--- src/rtl/wc_stream_adapter.sv ---
// wc_stream_adapter
//   Streaming front/back end for the wc Winograd core. Collects a serial
//   stream of signed samples into overlapping TILE-sample tiles (stride M),
//   presents each tile on D, waits the core's fixed latency, captures the
//   packed result Z and replays its M elements serially downstream.
//
// Ports
//   clk      in   rising-edge clock
//   rst      in   synchronous reset, active-low
//   s_data   in   W-bit signed input sample
//   s_valid  in   s_data valid
//   s_ready  out  sample accepted this cycle (decoded from state and rst)
//   D        out  W*TILE packed tile to wc, element 0 in the MSBs
//   Z        in   W*M packed result from wc, element 0 in the MSBs
//   m_data   out  W-bit signed result element
//   m_valid  out  m_data valid
//   m_ready  in   downstream accepts m_data
module wc_stream_adapter #(
    parameter int W    = 10,
    parameter int TILE = 6,
    parameter int M    = 2,
    parameter int LAT  = 6
) (
    input  logic                  clk,
    input  logic                  rst,
    input  logic signed [W-1:0]   s_data,
    input  logic                  s_valid,
    output logic                  s_ready,
    output logic [W*TILE-1:0]     D,
    input  logic [W*M-1:0]        Z,
    output logic signed [W-1:0]   m_data,
    output logic                  m_valid,
    input  logic                  m_ready
);

    localparam int NW = $clog2(TILE + 1);
    localparam int CW = (LAT > 1) ? $clog2(LAT) : 1;
    localparam int IW = (M > 1) ? $clog2(M) : 1;

    localparam logic [1:0] ST_FILL  = 2'd0;
    localparam logic [1:0] ST_WAIT  = 2'd1;
    localparam logic [1:0] ST_DRAIN = 2'd2;

    logic [1:0]           state;
    logic [NW-1:0]        need;
    logic [CW-1:0]        cnt;
    logic [IW-1:0]        idx;
    logic [IW-1:0]        idx_inc;
    logic [W*TILE-1:0]    win;
    logic [W*TILE-1:0]    win_nxt;
    logic [W*M-1:0]       res;
    logic signed [W-1:0]  res_e [M];

    // Window shifts toward element 0 (MSBs); the new sample lands in element TILE-1.
    assign win_nxt = {win[W*(TILE-1)-1:0], s_data};
    assign idx_inc = idx + 1'b1;

    assign s_ready = rst && (state == ST_FILL);

    always_comb begin
        for (int i = 0; i < M; i++) begin
            res_e[i] = res[W*(M-i)-1 -: W];
        end
    end

    always_ff @(posedge clk) begin
        if (!rst) begin
            state   <= ST_FILL;
            need    <= NW'(TILE);
            cnt     <= '0;
            idx     <= '0;
            win     <= '0;
            D       <= '0;
            res     <= '0;
            m_data  <= '0;
            m_valid <= 1'b0;
        end else begin
            case (state)
                ST_FILL: begin
                    if (s_valid) begin
                        win  <= win_nxt;
                        need <= need - 1'b1;
                        // Last sample of the tile: publish the window including it.
                        if (need == NW'(1)) begin
                            D     <= win_nxt;
                            cnt   <= CW'(LAT - 1);
                            state <= ST_WAIT;
                        end
                    end
                end
                ST_WAIT: begin
                    // cnt reaches 0 on the LAT-th edge after D changed, when Z is valid.
                    if (cnt == '0) begin
                        res     <= Z;
                        idx     <= '0;
                        m_data  <= Z[W*M-1 -: W];
                        m_valid <= 1'b1;
                        state   <= ST_DRAIN;
                    end else begin
                        cnt <= cnt - 1'b1;
                    end
                end
                ST_DRAIN: begin
                    if (m_valid && m_ready) begin
                        if (idx == IW'(M - 1)) begin
                            m_valid <= 1'b0;
                            need    <= NW'(M);
                            state   <= ST_FILL;
                        end else begin
                            idx    <= idx_inc;
                            m_data <= res_e[idx_inc];
                        end
                    end
                end
                default: begin
                    state <= ST_FILL;
                end
            endcase
        end
    end

endmodule

--- config.mk ---
export PLATFORM = sky130hd
export DESIGN_NAME = wc_stream_adapter
export DESIGN_NICKNAME = d
export VERILOG_FILES = /design/src/rtl/wc_stream_adapter.sv
export SDC_FILE = /design/constraint.sdc
export NUM_CORES = 1
export LEC_CHECK = 0
export BUFFER_PORTS_ARGS = -buffer_cell sky130_fd_sc_hd__buf_4
export CAP_MARGIN = 10
export CORE_MARGIN = 1.5
export CORE_UTILIZATION = 49
export DETAILED_ROUTE_END_ITERATION = 8
export PLACE_DENSITY = 0.83
export SYNTH_ARGS = -nofsm -noshare
export SYNTH_HDL_FRONTEND = slang
export SYNTH_SLANG_ARGS = --single-unit
--- constraint.sdc ---
create_clock -name clk -period 1.56 [get_ports clk]
set_input_delay 0.156 -clock clk [delete_from_list [all_inputs] [get_ports clk]]
set_output_delay 0.156 -clock clk [all_outputs]
set_load 0.005 [all_outputs]
**Word-level counts from Yosys, hierarchy flattened**

Index checks and enable logic that the tools add are counted.

- $add $sub $neg: 3
- $lt $le $gt $ge: 1
- Equal/unequal tests: 10
- Multiplexer cells: 29
- Bitwise gates (word level): 1
- Reductions and logical operators: 16

Operator list:

| cell | number |
|---|---|
| $mux 10 | 6 |
| $pmux 10 s2 | 1 |
| $mux 3 | 6 |
| $reduce_and 4->1 | 4 |
| $ne 2x2->1 const B | 6 |
| $pmux 3 s2 | 2 |
| $mux 2 | 5 |
| $mux 1 | 6 |
| $pmux 2 s3 | 1 |
| $reduce_and 3->1 | 2 |
| $reduce_bool 2->1 | 3 |
| $sub 3x1->3 const B | 2 |
| $reduce_and 5->1 | 1 |
| $pmux 1 s2 | 2 |
| $reduce_and 2->1 | 2 |
| $eq 3x1->1 const B | 1 |
| $logic_not 3->1 | 1 |
| $eq 2x1->1 const B | 1 |
| $eq 2x2->1 const B | 1 |
| $ge 2x2->1 const B | 1 |
| $logic_and 1x1->1 | 2 |
| $logic_not 2->1 | 1 |
| $ne 2x1->1 const B | 1 |
| $not 1->2 | 1 |
| $add 1x1->1 const B | 1 |

- Register bits: 150
- Bits of input ports: 34
- Output and inout port bits: 72
- Logic and storage cells: 69

**Longest topological paths before layout**

Gate-level depths: netlist (run 1).

- Depth in word-level cells: 8
- Gate-level depth with buffers: 8
- Mapped depth without buffers: 6

**Least setup slack after synthesis (run 1)**

Ideal clock, no wire load.

- Path type: flip-flop to flip-flop
- Start: reg cnt[0]
- End: reg m_data[0]
- Library setup time: 0.130 ns
- Arrival: 1.451 ns
- Required time: 1.430 ns
- Setup slack: -0.021 ns
- Stages on the path, launching flop included: 8
- Buffers on the path: 1
- Clock period less this slack: 1.581 ns
- Cells stage by stage: dfxtp_1 -> inv_1 -> ha_1 -> ha_1 -> and3b_1 -> buf_2 -> a21oi_1 -> o31ai_1

- Longest elaborated chain between the ends: 3

RTL lines:

| what | RTL line | RTL |
|---|---|---|
| from (decl) | 46 | `logic [CW-1:0] cnt;` |
| from (signal assigned) | 86 | `cnt <= CW'(LAT - 1);` |
| from (signal assigned) | 100 | `cnt <= cnt - 1'b1;` |
| $logic_not 3->1 | 93 | `if (cnt == '0) begin` |
| $ne 2x2->1 (no line) | -- |  |
| $reduce_and 4->1 (no line) | -- |  |
| to (signal assigned) | 96 | `m_data <= Z[W*M-1 -: W];` |
| to (signal assigned) | 111 | `m_data <= res_e[idx_inc];` |
| to (decl) | 31 | `output logic signed [W-1:0] m_data,` |

Every way passes these cells.
A chain may end at the register's enable or synchronous reset.

**Worst setup path after layout (run 1)**

- Start: reg cnt[0]
- End: reg m_data[8]

The elaborated chain is that of the path after synthesis.

==> impl_metrics.json, run 1 <==
{
  "status": "complete, but fails checks",
  "violations": "negative setup slack",
  "utilization_pct": 67.5,
  "finClkSkew_ns": 0.00606,
  "grt_usage_pct": 25.4,
  "p_int_mw": 6.49,
  "crit_path_start_kind": "register",
  "synth.most_common_cell": "dfxtp_1",
  "dp.final_hpwl_um": 9570,
  "grt_max_degree": 113,
  "r2r_setup_slack_ns": -0.001,
  "avgSynthCellArea_um2": 8.21,
  "areaGrowthSynthToFinish_pct": 32.7,
  "wl_per_cell_um": 16.5,
  "remaining_drc_errors": 0,
  "path_max_fanout": 5,
  "relSlewSlack_pct": 68.3,
  "postRouteAntennaNets": 0,
  "clk_pin_slew_ns": 0.06,
  "n_antenna_cell": 0,
  "fp.dieW_um": 110,
  "root_buffer": "clkbuf_16",
  "startpoint": "cnt[0]",
  "period_minus_slack_ns": 1.56,
  "hp-class": "input port to register",
  "regArea_um2": 2910,
  "drv_slew": 0,
  "wirelength_um": 15500,
  "async_reset_ff_share_pct": 0,
  "synth_commonest_cells": "145 x dfxtp_1, 136 x a21oi_1, 131 x nand2_1",
  "seqPwrFrac_pct": 45.1,
  "crit_chain": "inv_1 -> ha_2 -> ha_4 -> and3b_2 -> a21oi_4 -> o31ai_1",
  "io_pins": 106,
  "antenna_found_initial": 0,
  "ys.flop_type": "dfxtp_1",
  "dp_slack_ns": -0.120,
  "final_layout_size_suffix_gt1_share_pct": 22.9,
  "grt_busiest_layer": "met2",
  "synth_top_area_cell": "dfxtp_1",
  "cts.sink_count": 145,
  "path_class": "register to register",
  "clock_path_buffers": 2,
  "endpoint": "m_data[8]",
  "use_met3_pct": 6.41,
  "power.share.switching_pct": 22.4,
  "critPathCaptureType": "register",
  "maxCapViolCount": 0,
  "cp_slowest_cell": "dfxtp_2",
  "use_met1_pct": 31.6,
  "io_buffers": 105,
  "timing.rr.end": "m_data[8]",
  "vias": 5421,
  "fillers": 806,
  "peakVddDrop_mv": 0.797,
  "holdWs_ns": 0.0143,
  "placed_area_um2": 6600,
  "synth_seq_cells": 145,
  "synth.area.top_cells": "dfxtp_1 52%, a21oi_1 12%, nand2_1 8.8%",
  "first_global_vias": 5076,
  "grt-ovfl-total": 0,
  "synth_edf_count": 0,
  "gp_congestion": 0.833,
  "placementRows": 38,
  "p_switching_mw": 1.88,
  "first_iter_violations": 382,
  "p_per_area_nw_per_um2": 1120,
  "fmax_mhz": 641,
  "postLayoutCellArea_um2": 7450,
  "synthesis.area_um2": 5620,
  "grt_pass1_wl_um": 24100,
  "coreArea_um2": 11000,
  "setup_slack_ns": -0.000981,
  "rr_worst_depth": 6,
  "synth_nets": 722,
  "timing.rr.start": "cnt[0]",
  "multi_input_area_um2": 2470,
  "clkLatencyLatePin_ns": 0.41,
  "die_h_um": 110,
  "worstMarginPinSlew_ns": 0.475,
  "ys_types": 39,
  "grt_util_met2_pct": 42.9,
  "initial_core_util_pct": 50.9,
  "syn_inst": 684,
  "finalNetCount": 819,
  "cts_max_level": 4,
  "cts_tree": "done",
  "cp.required_ns": 1.87,
  "seq_area_frac_synth_pct": 51.7,
  "cts_buffers": 17,
  "yosysWarnings": 0,
  "die_area_um2": 12100,
  "clkPwrFrac_pct": 50.0,
  "hold_violations": 0,
  "routed_via_density": 5.80,
  "period_share_pct": 100,
  "cpPeakStageDelay_ns": 0.32,
  "synth_top_area_share_pct": 51.7,
  "combPwrFrac_pct": 4.9,
  "leakage_nw": 2.72,
  "setup_viol": 1,
  "worstPathArrival_ns": 1.87,
  "design_power_total_mw": 8.37,
  "drtPass1Iterations": 7
}
## worst min path at each step
stage	from	end	slack, ns	cells after the start
6_report	Z[5]	res[5]	0.01	3
5_1_grt	s_data[8]	win[8]	0.002	3
4_1_cts	s_data[6]	D[6]	0.002	3
3_5_place_dp	Z[6]	res[6]	0.42	3
3_3_place_gp	Z[3]	res[3]	0.40	3
2_1_floorplan	Z[0]	res[0]	0.29	2
## kinds of logic (layout without fill, tap and decap cells)
| group | count (synthesis) | after routing | share of synthesized area (%) |
|---|---|---|---|
| simple gates | 223 | 224 | 18.5 |
| flops | 145 | 145 | 51.7 |
| buf+inv | 73 | 182 | 5.77 |
| compound gates | 238 | 238 | 23.0 |
| fa+ha+maj | 4 | 4 | 0.891 |
| mux | 1 | 1 | 0.178 |
## worst max-delay path: cells and delay by family, from the launching register on
| family | cells | cell delay (ns) |
|---|---|---|
| AOI/OAI and AO/OA | 2 | 0.39 |
| adders and majority gates | 2 | 0.36 |
| buffers and inverters | 1 | 0.07 |
| DFF | 1 | 0.32 |
| and+or+nand+nor | 1 | 0.31 |
## layer usage
metal | up-vias | part of all wire (%) | wire, um
met1 | 2589 | 41 | 6380
met2 | 209 | 50 | 7760
met3 | 34 | 6.0 | 933
met5 | - | 0 | 0
li1 | 2589 | - | -
met4 | 0 | 2.5 | 379
## metrics by stage
| stage | std cells | TNS [ns] |
|---|---|---|
| final | 934 | -0.000981 |
| after global routing | 934 | -0.297 |
| after CTS | 932 | 0 |
| after detailed placement | 886 | -0.949 |
| after global placement | 886 | 0 |
| after floorplan | 684 | 0 |
## state kept, by name, summed over array words and instances (netlist names)
name and cells:
m_data 10, win 50, state 2, D 60
idx 1, res 15, cnt 3, m_valid 1
need 3
## cells in the final DEF (no fill, tap or decap), types with 6 or more instances in the layout
cell,instances
nor2b_1,6
inv_1,6
o21ai_1,22
nand2_1,131
o21ai_0,43
a21oi_1,135
nand3_1,61
buf_4,118
a211oi_1,16
buf_12,10
dfxtp_1,143
dlygate4sd3_1,13
clkbuf_16,18
## cell type report
class | instances | share of cell area [%]
repair buffers | 143 | 16.8
clock inverters | 14 | 2.42
inverters | 7 | 0.386
well taps | 140 | 2.35
multi-input cells | 467 | 33.1
flip-flops and latches | 145 | 39.0
clock buffers | 18 | 5.89
## power by group through the flow
| stage | Clock, mW | Combinational [mW] | Sequential (mW) |
|---|---|---|---|
| global placement | 0 | 0.359 | 3.85 |
| floorplan | 0 | 0.221 | 3.84 |
| finish | 4.19 | 0.407 | 3.78 |
| detailed placement | 0 | 0.368 | 3.86 |
| CTS | 4.21 | 0.398 | 3.78 |
| global route | 4.40 | 0.440 | 3.78 |
## what timing repair did
action                                  4_1_cts  5_1_grt
pin swaps                                     1        1
endpoints found under the setup margin       24       18
endpoints found under the hold margin        13        0
gates resized for setup                       3       13
hold buffers                                 13        0
setup buffers                                 0        1
gates cloned                                  1        1
Power figures use the tool's default switching activity.
==> run 2: changes to the inputs <==
--- a/config.mk
+++ b/config.mk
@@ -11,6 +11,7 @@
 export CORE_UTILIZATION = 49
 export DETAILED_ROUTE_END_ITERATION = 8
 export PLACE_DENSITY = 0.83
+export RECOVER_POWER = 25
 export SYNTH_ARGS = -nofsm -noshare
 export SYNTH_HDL_FRONTEND = slang
 export SYNTH_SLANG_ARGS = --single-unit
==> run 2 against run 1 <==
Against the previous run: the flow still finishes with violations (negative setup slack); non-clock buffer count unchanged; fmax is essentially flat; critical path type unchanged; critical path depth is the same; cell count unchanged; global-route usage is the same; critical endpoint unchanged; register-to-register slack about the same; design area down 0.81%.
==> impl_metrics.json, run 2 (synthesized netlist as in run 1, its figures left out) <==
{
  "status": "complete, but fails checks",
  "violations": "negative setup slack",
  "finalNetCount": 819,
  "path_max_fanout": 5,
  "crit_path_start_kind": "register",
  "timing.rr.end": "m_data[8]",
  "r2r_setup_slack_ns": -0.002,
  "top_regs": "D (60), win (50), res (15)",
  "path_class": "register to register",
  "io_buffers": 105,
  "drtPass1Iterations": 8,
  "clock_path_buffers": 2,
  "cts_buffers": 17,
  "dp.final_hpwl_um": 9570,
  "die_h_um": 110,
  "grt_pass1_wl_um": 24100,
  "grt_max_degree": 113,
  "endpoint": "m_data[8]",
  "io_pins": 106,
  "cts.sink_count": 145,
  "startpoint": "cnt[0]",
  "p_per_area_nw_per_um2": 1130,
  "vias": 5463,
  "postRouteAntennaNets": 0,
  "grt_usage_pct": 25.4,
  "clk_pin_slew_ns": 0.06,
  "relSlewSlack_pct": 68.0,
  "postLayoutCellArea_um2": 7390,
  "first_global_vias": 5076,
  "first_iter_violations": 384,
  "layout_commonest_cell": "dfxtp_1",
  "placementRows": 38,
  "antenna_found_initial": 0,
  "cts_max_level": 4,
  "setup_slack_ns": -0.00163,
  "routed_via_density": 5.85,
  "n_antenna_cell": 0,
  "drv_slew": 0,
  "rr_worst_depth": 6,
  "cp.required_ns": 1.87,
  "coreArea_um2": 11000,
  "wl_per_cell_um": 16.5,
  "wirelength_um": 15400,
  "fp.dieW_um": 110,
  "remaining_drc_errors": 0,
  "grt-ovfl-total": 0,
  "placed_area_um2": 6600,
  "initial_core_util_pct": 50.9,
  "leakage_nw": 2.63,
  "hold_violations": 0,
  "final_layout_size_suffix_gt1_share_pct": 20.9,
  "period_share_pct": 100,
  "gp_congestion": 0.833,
  "peakVddDrop_mv": 0.798,
  "worstPathArrival_ns": 1.87,
  "maxCapViolCount": 0,
  "die_area_um2": 12100,
  "clkLatencyLatePin_ns": 0.41,
  "dp_slack_ns": -0.120,
  "setup-tns-final_ns": -0.00163,
  "timing.rr.start": "cnt[0]",
  "hp-class": "input port to register",
  "fmax_mhz": 640,
  "largest_reg_flops": 60,
  "critPathCaptureType": "register",
  "finClkSkew_ns": 0.00685,
  "top_register": "D",
  "worstMarginPinSlew_ns": 0.480,
  "setup_viol": 1,
  "root_buffer": "clkbuf_16",
  "cts_tree": "done",
  "layout_common_cells": "143 x dfxtp_1, 135 x a21oi_1, 131 x nand2_1",
  "areaGrowthSynthToFinish_pct": 31.6,
  "period_minus_slack_ns": 1.56,
  "worstHoldStart": "s_data[6]"
}
-- run 2: critical path, cell delays in order (launching register included) --
cell and delay (ns):
dfxtp_2 0.32, inv_1 0.07, ha_2 0.20, ha_4 0.16
and3b_2 0.31, a21oi_4 0.08, o31ai_1 0.32
-- run 2: repair_timing --
action,CTS,global route
endpoints found under the setup margin,24,18
gates cloned,1,1
hold endpoints to repair,13,0
hold buffers,13,0
setup buffers,0,1
pin swaps,1,1
gates resized for setup,3,13
-- run 2: report_power, final --
group          switching, mW  leakage (nW)  internal (mW)
Combinational          0.236          1.18          0.171
Sequential            0.0339          1.17           3.74
Clock                   1.61         0.286           2.58
-- run 2: final cells by class --
class                      instances  area [um2]
tap                              140         175
clock buffer                      18         439
fill                             835        3640
timing repair buffer             143        1190
inverter                           7        28.8
clock inverter                    14         180
multi-input combinational        467        2470
sequential                       145        2910
-- run 2: routing by layer --
layer / global-route usage (%) / routed length (um) / up-vias
met5: 0 / 0 / -
met4: 8.63 / 396 / 0
li1: - / - / 2590
met1: 31.6 / 6270 / 2593
met3: 6.41 / 1070 / 39
met2: 42.9 / 7700 / 241
-- run 2: worst min path at each step --
stage              to  slack [ns]  depth (start not counted)
2_1_floorplan  res[0]        0.29                          2
3_3_place_gp   res[3]        0.40                          3
3_5_place_dp   res[6]        0.42                          3
4_1_cts          D[6]       0.002                          3
5_1_grt        win[8]       0.002                          3
6_report         D[6]        0.01                          3
-- run 2: stage by stage --
stage               hold WS [ns]  power [mW]  instances  utilization, %
floorplan                  0.292        4.07        684               -
CTS                      0.00220        8.38        932            66.8
detailed placement         0.418        4.22        886            59.9
finish                    0.0120        8.37        934            67.0
global route             0.00249        8.62        934            67.0
global placement           0.402        4.21        886            59.9
